$ cat src/rtl/mux_arb_pkg.sv
// Shared definitions for the N-channel arbitrated bus multiplexer:
// selection-mode encoding and the rotate-priority pick function.
package mux_arb_pkg;

  typedef enum logic {
    MODE_SEL = 1'b0,
    MODE_RR  = 1'b1
  } mode_e;

  localparam int MAX_N  = 16;
  localparam int MAX_SW = 4;

  typedef struct packed {
    logic              found;
    logic [MAX_SW-1:0] grant;
  } rr_pick_t;

  // First valid channel at or after ptr, wrapping at n (not at a power of two).
  function automatic rr_pick_t rr_pick(input logic [MAX_N-1:0]  valid,
                                       input logic [MAX_SW-1:0] ptr,
                                       input int                n);
    rr_pick_t r;
    int       idx;
    r = '0;
    for (int k = 0; k < MAX_N; k++) begin
      idx = int'(ptr) + k;
      if (idx >= n) idx = idx - n;
      if ((k < n) && !r.found && valid[idx[MAX_SW-1:0]]) begin
        r.found = 1'b1;
        r.grant = idx[MAX_SW-1:0];
      end
    end
    return r;
  endfunction

endpackage

$ cat src/rtl/mux_arb_n_rr.sv
// Purely combinational rotate-priority arbiter; the pointer register lives
// in the parent.
module rr_arbiter_n
  import mux_arb_pkg::*;
#(
  parameter  int N  = 4,
  localparam int SW = $clog2(N)
) (
  input  logic [N-1:0]  in_valid,
  input  logic [SW-1:0] ptr,
  output logic [SW-1:0] grant,
  output logic          found
);

  rr_pick_t w_pick;

  assign w_pick = rr_pick(MAX_N'(in_valid), MAX_SW'(ptr), N);
  assign grant  = SW'(w_pick.grant);
  assign found  = w_pick.found;

endmodule

$ cat src/rtl/mux_arb_n.sv
// N-channel WIDTH-bit bus multiplexer with a single registered output stage,
// external-select or round-robin (with lock) grant, valid/ready on all sides.
module mux_arb_n
  import mux_arb_pkg::*;
#(
  parameter  int WIDTH = 16,
  parameter  int N     = 4,
  localparam int SW    = $clog2(N)
) (
  input  logic               Clk,
  input  logic               Reset_n,
  input  logic               mode,
  input  logic [SW-1:0]      sel,
  input  logic               lock,
  input  logic [N*WIDTH-1:0] Din,
  input  logic [N-1:0]       in_valid,
  output logic [N-1:0]       in_ready,
  output logic [WIDTH-1:0]   D_out,
  output logic [SW-1:0]      D_chan,
  output logic               out_valid,
  input  logic               out_ready
);

  localparam int NP = 1 << SW;

  logic [WIDTH-1:0] r_dOut;
  logic [SW-1:0]    r_dChan;
  logic             r_outValid;
  logic [SW-1:0]    r_ptr;

  mode_e            w_mode;
  logic [NP-1:0]    w_validExt;
  logic             w_selFound;
  logic [SW-1:0]    w_rrGrant;
  logic             w_rrFound;
  logic [SW-1:0]    w_grant;
  logic             w_found;
  logic             w_canAccept;
  logic             w_xfer;
  logic [WIDTH-1:0] w_dataSel;
  logic [SW-1:0]    w_ptrNext;

  assign w_mode = mode_e'(mode);

  // Padding to a power of two lets an out-of-range sel index safely; it never grants.
  assign w_validExt = NP'(in_valid);
  assign w_selFound = ({1'b0, sel} < (SW+1)'(N)) && w_validExt[sel];

  rr_arbiter_n #(.N(N)) u_rr (
    .in_valid (in_valid),
    .ptr      (r_ptr),
    .grant    (w_rrGrant),
    .found    (w_rrFound)
  );

  assign w_grant     = (w_mode == MODE_RR) ? w_rrGrant : sel;
  assign w_found     = (w_mode == MODE_RR) ? w_rrFound : w_selFound;
  assign w_canAccept = !r_outValid || out_ready;
  assign w_xfer      = Reset_n && w_canAccept && w_found;
  assign in_ready    = w_xfer ? (N'(1) << w_grant) : '0;

  always_comb begin
    w_dataSel = '0;
    for (int i = 0; i < N; i++) begin
      if (w_grant == SW'(i)) w_dataSel = Din[i*WIDTH +: WIDTH];
    end
  end

  // Wrap is explicit so non-power-of-two N never lets the pointer reach N.
  always_comb begin
    w_ptrNext = r_ptr;
    if (w_xfer && (w_mode == MODE_RR)) begin
      if (lock)                        w_ptrNext = w_grant;
      else if (w_grant == SW'(N - 1))  w_ptrNext = '0;
      else                             w_ptrNext = w_grant + SW'(1);
    end
  end

  always_ff @(posedge Clk or negedge Reset_n) begin
    if (!Reset_n) begin
      r_dOut     <= '0;
      r_dChan    <= '0;
      r_outValid <= 1'b0;
      r_ptr      <= '0;
    end else begin
      r_ptr <= w_ptrNext;
      if (w_xfer) begin
        r_dOut     <= w_dataSel;
        r_dChan    <= w_grant;
        r_outValid <= 1'b1;
      end else if (out_ready) begin
        r_outValid <= 1'b0;
      end
    end
  end

  assign D_out     = r_dOut;
  assign D_chan    = r_dChan;
  assign out_valid = r_outValid;

endmodule

$ cat config.mk
export PLATFORM = sky130hd
export DESIGN_NAME = mux_arb_n
export DESIGN_NICKNAME = d
export VERILOG_FILES = /design/src/rtl/mux_arb_pkg.sv /design/src/rtl/mux_arb_n_rr.sv /design/src/rtl/mux_arb_n.sv
export SDC_FILE = /design/constraint.sdc
export NUM_CORES = 1
export LEC_CHECK = 0
export BUFFER_PORTS_ARGS = -buffer_cell sky130_fd_sc_hd__buf_2
export CORE_AREA = 10 10 83 85
export DETAILED_ROUTE_END_ITERATION = 8
export DIE_AREA = 0 0 93 95
export PLACE_DENSITY_LB_ADDON = 0.08
export SYNTH_ARGS = -nofsm -noshare
export SYNTH_HDL_FRONTEND = slang
export SYNTH_HIERARCHICAL = 1
export SYNTH_SLANG_ARGS = --single-unit
$ cat constraint.sdc
create_clock -name Clk -period 5.2 [get_ports Clk]
set_input_delay 0 -clock Clk [delete_from_list [all_inputs] [get_ports Clk]]
set_output_delay 0 -clock Clk [all_outputs]
set_load 0.02 [all_outputs]
# --- After elaboration in Yosys (flattened, before gate mapping) ---
# Cells that the tools add are included.
classes:
  reduce_logical: 13
  eq_ne: 3
  order_cmp: 9
  add_sub_neg: 8
  muxes: 29
  shift: 1
op_table:
  columns: ["cell", "n"]
  rows:
  - ["32-bit by 4-bit greater-or-equal comparator with 1-bit output (second input constant)", 3]
  - ["16-bit 2-to-1 mux", 4]
  - ["4-bit by 5-bit < comparator with 1-bit output (second input constant)", 4]
  - ["4-bit 2-to-1 mux", 5]
  - ["5-bit 2-to-1 mux", 4]
  - ["1-bit binary-select mux with 4-bit select", 4]
  - ["4-bit subtractor (second input constant)", 3]
  - ["1-bit 2-to-1 mux", 8]
  - ["2-bit by 2-bit adder with 3-bit output (second input constant)", 2]
  - ["1-bit logical AND", 6]
  - ["2-bit 2-to-1 mux", 3]
  - ["2-bit == test (second input constant)", 2]
  - ["1-bit zero test", 4]
  - ["1-bit by 2-bit << shifter with 4-bit output (first input constant)", 1]
  - ["2-bit by 3-bit subtractor with 4-bit output (second input constant)", 1]
  - ["2-bit by 1-bit adder with 3-bit output (second input constant)", 1]
  - ["2-bit by 3-bit greater-or-equal comparator with 1-bit output (second input constant)", 1]
  - ["2-bit by 3-bit < comparator with 1-bit output (second input constant)", 1]
  - ["2-bit by 1-bit adder with 2-bit output (second input constant)", 1]
  - ["1-bit binary-select mux with 2-bit select", 1]
  - ["2-bit by 1-bit == test with 1-bit output (second input constant)", 1]
  - ["2-bit zero test", 1]
  - ["2-bit nonzero test", 1]
  - ["1-bit logical OR", 1]
totals:
  ff_bits: 21
  output_inout_bits: 23

# --- Logic depth before layout (Yosys ltp) ---
# Gate-level depths: netlist (run 1).
depth:
  depth_word: 20
  depth_mapped: 17
  ltp_nobuf: 13

# --- Modules after synthesis ---
# The synthesis (run 1) kept the hierarchy.
modules_own_cells:
  columns: ["module", "instances", "cells_per_inst", "area_each_um2"]
  rows:
  - ["mux_arb_n", 1, 148, 1488.9]
  - ["rr_arbiter_n", 1, 38, 316.6]

# --- Worst setup path before layout (run 1) ---
# No wires, ideal clock.
synth_timing:
  path_kind: "register to register"
  from: "register r_ptr[0]"
  to: "register r_dOut[0] (netlist: D_out[0])"
  path_slack_ns: 1.278
  stages_incl_launch_ff: 18
  arrival_time_ns: 3.858
  synth_period_minus_slack_ns: 3.922
  path_buffers: 4
  setup_ns: 0.064
  cell_sequence: "dfrtp_1 buf_2 inv_1 ha_1 buf_2 mux4_2 and2_1 mux2i_1 a211o_1 a21oi_1 inv_1 ha_1 buf_2 nor2b_1 buf_2 a221oi_1 o31ai_1 mux2_4"
synth_via:
  elab_chain_cells: 20
  elab_cells_between_ends: 44
  classes_between: "add/sub (7); order compare (4); eq/ne (3); mux (22); reduce/logical (8)"
synth_rtl:
  columns: ["item", "line", "source"]
  rows:
  - ["start, declared", "mux_arb_n.sv:29", "logic [SW-1:0] r_ptr;"]
  - ["start signal, assigned", "mux_arb_n.sv:86", "r_ptr <= w_ptrNext;"]
  - ["parallel branches: the longest is 13 deep, another holds 32-bit by 4-bit greater-or-equal comparator with 1-bit output", null, null]
  - ["5-bit 2-to-1 mux (*)", "mux_arb_pkg.sv:28", "if ((k < n) && !r.found && valid[idx[MAX_SW-1:0]]) begin"]
  - ["via w_rrGrant[0]", "mux_arb_n.sv:34", "logic [SW-1:0] w_rrGrant;"]
  - ["2-bit 2-to-1 mux (*)", "mux_arb_n.sv:56", "assign w_grant = (w_mode == MODE_RR) ? w_rrGrant : sel;"]
  - ["via w_grant[0]", "mux_arb_n.sv:36", "logic [SW-1:0] w_grant;"]
  - ["2-bit zero test", "mux_arb_n.sv:65", "if (w_grant == SW'(i)) w_dataSel = Din[i*WIDTH +: WIDTH];"]
  - ["16-bit 2-to-1 mux (3 in a row)", "mux_arb_n.sv:65", null]
  - ["16-bit 2-to-1 mux (*)", "mux_arb_n.sv:65", null]
  - ["end signal, assigned", "mux_arb_n.sv:88", "r_dOut <= w_dataSel;"]
  - ["end, declared", "mux_arb_n.sv:26", "logic [WIDTH-1:0] r_dOut;"]
# Mark *: on every way through the listed nets, which the timed path passes. The select of a mux whose other input is x is not followed.
# A chain may end at the register's enable or synchronous reset.

# --- Final worst setup path (run 1) ---
layout_timing:
  from: "register r_ptr[0]"
  to: "register r_dOut[5] (netlist: D_out[5])"
layout_via:
  elab_chain_cells: 20
  elab_cells_between_ends: 44
  classes_between: "add/sub (7); order compare (4); eq/ne (3); mux (22); reduce/logical (8)"
layout_rtl:
  columns: ["item", "line"]
  rows:
  - ["parallel branches: the longest is 13 deep, another holds 32-bit by 4-bit greater-or-equal comparator with 1-bit output", null]
  - ["5-bit 2-to-1 mux (*)", "mux_arb_pkg.sv:28"]
  - ["via w_rrGrant[1]", "mux_arb_n.sv:34"]
  - ["2-bit 2-to-1 mux (*)", "mux_arb_n.sv:56"]
  - ["2-bit zero test", "mux_arb_n.sv:65"]
  - ["16-bit 2-to-1 mux (3 in a row)", "mux_arb_n.sv:65"]
  - ["16-bit 2-to-1 mux (*)", "mux_arb_n.sv:65"]
# Marks and branches as above.

==> impl_metrics.py, run 1 <==
metrics = {
    "sta": {
        "relSlewSlack_pct": 28.42,
        "fmax_mhz": 241.9,
        "tightest_slew_ns": 1.074,
        "tns_ns": 0,
        "rsz0062_at_grt": "no",
        "fin_skew_ns": 0.01064,
        "hold_ws_ns": 0.07010,
        "slew_viol_final": 0,
        "final_hold_viol_count": 0,
        "worst_slack_ns": 1.067,
        "finalCritPeriodShare_pct": 79.49,
        "setup_violations": 0,
        "timing.final.crit_period_ns": 4.133,
    },
    "synthesis": {
        "synth-seq-area-share_pct": 29.11,
        "syn-num-nets": 269,
        "synth_edf_count": 0,
        "yosys_warnings": 6,
        "synthesis.area_um2": 1805,
        "async_reset_ff_share_pct": 100.0,
        "synth.ff_latch_count": 21,
        "netlist_instances": 186,
        "ys.flop_type": "dfrtp_1",
        "netlist-cell-type-count": 36,
        "postSynthAreaPerCell_um2": 9.707,
    },
    "detailed_routing": {
        "num_vias": 1727,
        "routed_via_density": 4.948,
        "antenna_left": 0,
        "wl_um": 5598,
        "dr.pass1.iters": 4,
        "drc": 0,
        "first_iter_violations": 31,
        "wl_per_cell_um": 16.04,
    },
    "worst_hold_path": {
        "hp-class": "in -> reg",
        "worstHoldEndpoint": "D_out[3]",
        "hold_depth": 4,
        "min-delay-start": "Din[51]",
    },
    "setup_path": {
        "cp_slowest_cell": "ha_1",
        "reg2regPathDepth": 14,
        "cp.required_ns": 5.34,
        "crit_arrival_ns": 4.28,
        "crit_type": "reg -> reg",
        "path_max_fanout": 19,
        "crit_family": "adder cells",
        "r2r-end": "D_out[5]",
        "critical-path-max-stage-delay_ns": 0.67,
        "cp_cell_sequence": "buf_4 -> inv_1 -> ha_1 -> mux4_2 -> and2_1 -> a21oi_2 -> a221o_1 -> mux2i_1 -> ha_1 -> nor2b_1 -> buf_4 -> a221oi_1 -> o31ai_1 -> mux2_2",
        "timing.rr.start": "r_ptr[0]",
        "r2r_slack_ns": 1.07,
        "path_buf_inv": 3,
        "crit_path_end_kind": "register",
        "critPathLaunchType": "register",
    },
    "power_and_ir_drop": {
        "switching_power_uw": 581.0,
        "p_leak_nw": 1.185,
        "p_clk_share_pct": 8.3,
        "ir_drop_uv": 209.7,
        "p_int_uw": 734.3,
        "cellPowerDensity_nw_per_um2": 550.9,
        "pwr-share-seq_pct": 21.7,
        "power_frac_comb_pct": 70.0,
        "swShare_pct": 44.17,
    },
    "final_layout": {
        "regArea_um2": 525.5,
        "nNetsFinal": 361,
        "postLayoutCellArea_um2": 2387,
        "fin_util_pct": 44.73,
        "multiInputGateArea_um2": 1181,
        "drive_above_1_share_pct": 45.85,
        "area_delta_synth_final_pct": 32.22,
        "n_antenna_cell": 0,
        "nFillCells": 561,
    },
    "clock_network": {
        "cts_buffers": 3,
        "clkLatencyLatePin_ns": 0.26,
        "cts.sinks": 21,
        "cts.clk_slew.worst_paths_ns": 0.09,
        "cts_root_buffer": "clkbuf_8",
        "clockBufferDepth": 2,
        "htreeDepth": 1,
        "postCtsSetupBuffers": 0,
        "cts_tree": "yes",
    },
    "die": {
        "dieWidth_um": 93,
        "start_util_pct": 33.83,
        "num_rows": 27,
        "dieArea_um2": 8835,
        "boundaryPins": 98,
        "die_h_um": 95,
        "core-area_um2": 5338,
    },
    "placed_design": {
        "place_congestion": 0.8064,
        "dpl_cell_area_um2": 2331,
        "pre_cts_slack_ns": 1.049,
        "hpwl_um": 4416,
        "io_buffers": 97,
    },
    "run": {
        "drv_cap": 0,
    },
    "global_route": {
        "grt_max_degree": 34,
        "grt_first_pass_wirelength_um": 8880,
        "grt_usage_pct": 12.09,
        "grt_overflow_total": 0,
        "antenna_found_initial": 0,
        "grt_pass1_vias": 1820,
    },
    "run_status": {
        "status": "completed",
    },
}
==> worst register-to-register path: cells and delay by family, from the launching register on <==
kind / cells / cell delay [ns]
AND/OR/NAND/NOR: 2 / 0.28
AO/OA/AOI/OAI: 4 / 0.83
adder cells (fa/ha/maj): 2 / 1.07
buffers and inverters: 3 / 0.53
flip-flops: 1 / 0.33
multiplexers: 3 / 0.98
==> how the worst max path moves through the flow <==
stage,to,from,cells after the start,slack [ns]
2_1_floorplan,D_out[0],r_ptr[0],17,1.28
3_3_place_gp,D_out[0],r_ptr[0],14,1.13
3_5_place_dp,D_out[5],r_ptr[1],13,1.05
4_1_cts,D_out[5],r_ptr[0],14,1.04
5_1_grt,D_out[4],r_ptr[1],11,0.74
6_report,D_out[5],r_ptr[0],14,1.07
==> metal layers <==
metal  track usage [%]  routed length, µm
met5                 0                  0
met4             3.342                 51
met3             4.203                400
met2             19.86               2714
met1             14.69               2431
==> synth_stat cells (all sizes together), types with 2 or more instances <==
| master | count | area, µm² |
|---|---|---|
| inv | 7 | 26.28 |
| a21oi | 5 | 28.78 |
| mux2i | 6 | 60.06 |
| clkbuf | 7 | 26.28 |
| o31ai | 15 | 112.6 |
| o21ai | 6 | 30.03 |
| a211o | 3 | 26.28 |
| nor2b | 17 | 106.4 |
| ha | 8 | 100.1 |
| and2 | 5 | 31.28 |
| buf | 7 | 46.29 |
| mux4 | 2 | 45.04 |
| nand3 | 2 | 10.01 |
| nor2 | 2 | 10.01 |
| dfrtp | 21 | 525.5 |
| mux2 | 20 | 285.3 |
| a221oi | 15 | 131.4 |
| a211oi | 2 | 15.01 |
| nand2 | 23 | 86.33 |
| nand2b | 3 | 18.77 |
==> cell families after synthesis <==
group | after synthesis | share of synthesized area, %
simple gates | 55 | 15.73
compound gates | 52 | 22.04
mux | 28 | 21.62
buf+inv | 21 | 5.475
flops | 21 | 29.11
fa+ha+maj | 8 | 5.544
xor+xnor | 1 | 0.4852
==> power groups by stage <==
stage	Sequential, mW	Clock [mW]	Combinational (mW)
2_1_floorplan	0.376	0	0.618
3_3_place_gp	0.290	0	0.933
5_1_grt	0.299	0.121	1.02
4_1_cts	0.287	0.114	0.936
3_5_place_dp	0.288	0	0.935
6_report	0.286	0.109	0.921
==> stage by stage <==
stage               std cells  power (mW)
finish                    349       1.315
detailed placement        344       1.223
global route              349       1.437
floorplan                 186      0.9946
global placement          344       1.223
CTS                       349       1.337
==> flip-flops by register name (all words and copies together), names as in the netlist <==
name       flops
out_valid      1
r_ptr          2
D_out         16
D_chan         2
==> cell usage in the layout (no fill, tap or decap), drive strengths merged, types with 2 or more instances in the layout <==
cell type  Yosys  layout
dfrtp         21      21
nor2b         17      17
mux4           2       2
mux2i          6       6
a211o          3       3
inv            7       7
and2           5       5
mux2          20      20
clkbuf         7       3
a211oi         2       2
a21oi          5       5
buf            7     100
o21ai          6       6
ha             8       8
nand2b         3       3
nand3          2       2
a221oi        15      15
nand2         23      23
nor2           2       2
o31ai         15      15
==> area by class of cell <==
type	count	share of cell area (%)
tap	72	3.774
multi-input combinational	144	49.48
timing repair buffer	101	21.70
sequential	21	22.01
clock inverter	1	0.2096
clock buffer	3	1.730
inverter	7	1.101
==> repair_timing <==
item | in CTS | in global routing
hold endpoints to repair | 21 | 0
resized for setup | 0 | 0
hold buffers | 1 | 0
No activity file was read; power rests on OpenSTA's default activity.
==> run 2: changes to the inputs <==
==> constraint.sdc (replaced) <==
create_clock -name Clk -period 3.5 [get_ports Clk]
set_input_delay 0 -clock Clk [delete_from_list [all_inputs] [get_ports Clk]]
set_output_delay 0 -clock Clk [all_outputs]
set_load 0.02 [all_outputs]
==> impl_metrics.py, run 2 (same netlist as run 1, synthesis figures left out) <==
metrics = {
    "sta": {
        "slew_viol_final": 0,
        "timing.final.crit_period_ns": 3.309,
        "setup_violations": 0,
        "worst_slack_ns": 0.1909,
        "fmax_mhz": 302.2,
        "fin_skew_ns": 0.005592,
        "tns_ns": 0,
        "finalCritPeriodShare_pct": 94.55,
        "final_hold_viol_count": 0,
        "relSlewSlack_pct": 64.36,
        "rsz0062_at_grt": "no",
        "tightest_slew_ns": 0.5346,
    },
    "clock_network": {
        "cts.clk_slew.worst_paths_ns": 0.08,
        "cts_tree": "yes",
        "cts.sinks": 21,
        "clockBufferDepth": 2,
        "cts_root_buffer": "clkbuf_8",
        "htreeDepth": 1,
        "cts_buffers": 3,
        "clkLatencyLatePin_ns": 0.26,
    },
    "worst_hold_path": {
        "hp-class": "in -> reg",
    },
    "die": {
        "boundaryPins": 98,
        "dieWidth_um": 93,
        "core-area_um2": 5338,
        "start_util_pct": 33.83,
        "die_h_um": 95,
        "dieArea_um2": 8835,
        "num_rows": 27,
    },
    "final_layout": {
        "nFillCells": 553,
        "layout_common_cells": "97 x buf_2, 23 x nand2_1, 20 x dfrtp_1",
        "drive_above_1_share_pct": 53.47,
        "stdcell_count": 360,
        "mostFrequentLayoutCell": "buf_2",
        "multiInputGateArea_um2": 1264,
        "largest_reg_flops": 16,
        "regArea_um2": 526.8,
        "fin_util_pct": 48.15,
        "area_delta_synth_final_pct": 42.34,
        "n_antenna_cell": 0,
        "nNetsFinal": 372,
    },
    "detailed_routing": {
        "routed_via_density": 5.014,
        "antenna_left": 0,
        "wl_um": 5748,
        "first_iter_violations": 53,
        "wl_per_cell_um": 15.97,
        "drc": 0,
        "num_vias": 1805,
        "dr.pass1.iters": 4,
    },
    "setup_path": {
        "cp.required_ns": 3.65,
        "critPathLaunchType": "register",
        "path_max_fanout": 9,
        "critical-path-max-stage-delay_ns": 0.50,
        "crit_path_end_kind": "register",
        "cp_slowest_cell": "mux4_2",
        "crit_arrival_ns": 3.46,
        "crit_type": "reg -> reg",
        "cp_cell_sequence": "inv_1 -> ha_1 -> mux4_2 -> and2_4 -> mux2i_1 -> a211o_1 -> a21oi_2 -> inv_1 -> ha_2 -> buf_4 -> a221oi_1 -> o31ai_1 -> mux2_4",
        "path_common_cell": "inv_1",
    },
    "run_status": {
        "status": "completed",
    },
    "global_route": {
        "antenna_found_initial": 0,
        "grt_overflow_total": 0,
        "grt_pass1_vias": 1866,
        "grt_usage_pct": 12.61,
        "grt_first_pass_wirelength_um": 9073,
        "grt_max_degree": 34,
    },
    "power_and_ir_drop": {
        "cellPowerDensity_nw_per_um2": 845.9,
        "ir_drop_uv": 351.3,
        "power.total_mw": 2.174,
        "p_leak_nw": 1.270,
    },
    "placed_design": {
        "dp_cells": 353,
        "hpwl_um": 4610,
        "io_buffers": 97,
        "pre_cts_slack_ns": 0.1358,
        "place_congestion": 0.8360,
    },
    "run": {
        "drv_cap": 0,
    },
}
run 2: power breakdown:
group / internal, mW / leakage [nW] / switching, mW
clock: 0.0794 / 0.0255 / 0.0815
sequential: 0.358 / 0.258 / 0.0590
combinational: 0.797 / 0.986 / 0.800
total: 1.23 / 1.27 / 0.940
run 2: what timing repair did:
item,in CTS,in global routing
setup buffers,0,2
endpoints found under the hold margin,21,0
setup endpoints to repair,0,12
resized for setup,0,4
hold buffers,1,0
run 2: layer usage:
metal | vias up | part of all wire, % | GRT usage (%)
met5 | - | 0 | 0
met4 | 0 | 1.4 | 3.985
met3 | 7 | 8.5 | 5.393
met2 | 64 | 47 | 20.04
met1 | 838 | 43 | 15.10
li1 | 896 | - | -
run 2: worst paths after layout:
| check | slack, ns | start | end | cells after the start |
|---|---|---|---|---|
| hold / removal | 0.07 | Din[48] | D_out[0] | 4 |
| max in group asynchronous | 2.86 | Reset_n | r_ptr[0] | 2 |
| hold reg to reg | 0.51 | D_out[5] | D_out[5] | 1 |
| min in group asynchronous | 0.25 | Reset_n | D_out[5] | 2 |
| setup reg to reg | 0.19 | r_ptr[1] | D_out[9] | 13 |
| setup / recovery | 0.19 | r_ptr[1] | D_out[9] | 13 |
run 2: layout make-up:
class | count | area share, %
flip-flops and latches | 21 | 20.50
clock inverters | 1 | 0.1947
clock buffers | 3 | 1.607
inverters | 7 | 1.022
multi-input cells | 144 | 49.17
well taps | 72 | 3.505
repair buffers | 112 | 24.00
run 2: through the flow:
step	hold WS, ns	instance area (µm²)
2_1_floorplan	-0.2956	1919
5_1_grt	0.06289	2570
3_3_place_gp	0.01395	2466
4_1_cts	0.06031	2522
6_report	0.06717	2570
3_5_place_dp	0.01827	2466
run 2: critical path, delay by kind of cell, from the launching register on:
family	cells	cell delay [ns]
fa+ha+maj	2	0.54
simple gates	1	0.16
flops	1	0.35
compound gates	4	0.95
mux	3	0.87
buf+inv	3	0.33
==> run 3: changes to the inputs <==
--- a/config.mk
+++ b/config.mk
@@ -9,7 +9,9 @@
 export CORE_AREA = 10 10 83 85
 export DETAILED_ROUTE_END_ITERATION = 8
 export DIE_AREA = 0 0 93 95
+export GPL_ROUTABILITY_DRIVEN = 0
 export PLACE_DENSITY_LB_ADDON = 0.08
+export SLEW_MARGIN = 20
 export SYNTH_ARGS = -nofsm -noshare
 export SYNTH_HDL_FRONTEND = slang
 export SYNTH_HIERARCHICAL = 1
==> constraint.sdc (replaced) <==
create_clock -name Clk -period 3.5 [get_ports Clk]
set_input_delay 0.35 -clock Clk [delete_from_list [all_inputs] [get_ports Clk]]
set_output_delay 0.35 -clock Clk [all_outputs]
set_load 0.02 [all_outputs]
==> impl_metrics.py, run 3 (same netlist as run 1, synthesis figures left out) <==
metrics = {
    "final_layout": {
        "largest_reg_flops": 16,
        "mostFrequentLayoutCell": "buf_2",
        "n_antenna_cell": 0,
        "drive_above_1_share_pct": 53.63,
        "nNetsFinal": 373,
        "nFillCells": 548,
        "stdcell_count": 361,
        "area_delta_synth_final_pct": 43.52,
        "layout_common_cells": "97 x buf_2, 23 x nand2_1, 20 x dfrtp_1",
        "fin_util_pct": 48.55,
    },
    "setup_path": {
        "critPathLaunchType": "register",
        "critical-path-max-stage-delay_ns": 0.48,
        "cp_cell_sequence": "inv_1 -> ha_4 -> mux4_2 -> and2_4 -> mux2i_1 -> a211o_1 -> a21oi_2 -> inv_1 -> ha_2 -> buf_4 -> and2_1 -> buf_2",
        "crit_family": "multiplexers",
        "crit_path_end_kind": "output pin",
        "cp.required_ns": 3.15,
        "crit_type": "reg -> out",
        "cp_slowest_cell": "mux4_2",
        "path_max_fanout": 10,
        "path_buf_inv": 4,
        "path_common_cell": "inv_1",
        "crit_arrival_ns": 3.03,
    },
    "placed_design": {
        "io_buffers": 97,
        "dp_cells": 354,
        "pre_cts_slack_ns": 0.06810,
        "hpwl_um": 4764,
    },
    "global_route": {
        "grt_pass1_vias": 1879,
        "grt_max_degree": 34,
        "grt_overflow_total": 0,
        "antenna_found_initial": 0,
        "grt_first_pass_wirelength_um": 9535,
        "grt_usage_pct": 13.09,
    },
    "die": {
        "core-area_um2": 5338,
        "dieWidth_um": 93,
        "die_h_um": 95,
        "dieArea_um2": 8835,
        "boundaryPins": 98,
        "num_rows": 27,
        "start_util_pct": 33.83,
    },
    "run_status": {
        "status": "completed",
    },
    "sta": {
        "timing.final.crit_period_ns": 3.384,
        "fin_skew_ns": 0.007933,
        "final_hold_viol_count": 0,
        "finalCritPeriodShare_pct": 96.67,
        "worst_slack_ns": 0.1164,
        "slew_viol_final": 0,
        "setup_violations": 0,
        "relSlewSlack_pct": 75.09,
        "hold_ws_ns": 0.07691,
        "fmax_mhz": 295.5,
        "tightest_slew_ns": 0.3727,
    },
    "power_and_ir_drop": {
        "p_leak_nw": 1.276,
        "power.total_mw": 2.214,
        "ir_drop_uv": 301.4,
        "cellPowerDensity_nw_per_um2": 854.4,
    },
    "detailed_routing": {
        "drc": 0,
        "routed_via_density": 4.873,
        "wl_per_cell_um": 16.72,
        "dr.pass1.iters": 4,
        "wl_um": 6035,
        "num_vias": 1759,
        "antenna_left": 0,
        "first_iter_violations": 59,
    },
    "clock_network": {
        "hold_buffers": 0,
        "cts_root_buffer": "clkbuf_8",
        "cts.clk_slew.worst_paths_ns": 0.09,
        "clockBufferDepth": 2,
        "cts_tree": "yes",
        "cts.sinks": 21,
        "cts_buffers": 3,
        "clkLatencyLatePin_ns": 0.27,
        "htreeDepth": 1,
    },
    "run": {
        "drv_cap": 0,
    },
    "worst_hold_path": {
        "hp-class": "in -> async",
    },
}
-- run 3: final cells by class --
class / count / area, µm² / share of cell area, %
timing repair buffer: 113 / 634.4 / 24.48
clock inverter: 1 / 5.005 / 0.1931
multi-input combinational: 144 / 1267 / 48.91
inverter: 7 / 26.28 / 1.014
sequential: 21 / 526.8 / 20.33
clock buffer: 3 / 41.29 / 1.593
tap: 72 / 90.09 / 3.477
-- run 3: layer usage --
| layer | track usage [%] | part of all wire, % |
|---|---|---|
| met5 | 0 | 0 |
| met3 | 5.234 | 8.5 |
| met4 | 3.342 | 0.99 |
| met2 | 20.50 | 46 |
| met1 | 16.39 | 44 |
-- run 3: per-stage QoR --
step | cell area, µm² | TNS [ns]
finish | 2591 | 0
detailed placement | 2486 | 0
global placement | 2486 | 0
floorplan | 1921 | 0
global route | 2591 | -0.008802
CTS | 2532 | 0
-- run 3: power breakdown --
part | leakage, nW | internal [mW] | total, mW | switching, mW
Sequential | 0.258 | 0.358 | 0.420 | 0.0621
Combinational | 0.992 | 0.820 | 1.63 | 0.806
Clock | 0.0255 | 0.0795 | 0.168 | 0.0885
-- run 3: path summary, 6_finish.rpt --
path | start | endpoint | slack (ns) | cells past startpoint
worst min-delay path | Reset_n | D_out[7] | 0.08 | 2
worst max-delay path | r_ptr[1] | in_ready[1] | 0.12 | 12
worst min register to register | D_chan[1] | D_chan[1] | 0.51 | 1
min in group Clk | Din[60] | D_out[12] | 0.41 | 4
max in group asynchronous | Reset_n | r_ptr[0] | 3.18 | 2
worst max register to register | r_ptr[1] | D_out[4] | 0.28 | 14
-- run 3: what timing repair did --
item	4_1_cts	5_1_grt
gates resized for setup	0	4
setup endpoints to repair	0	19
hold endpoints to repair	0	0
setup buffers	0	3
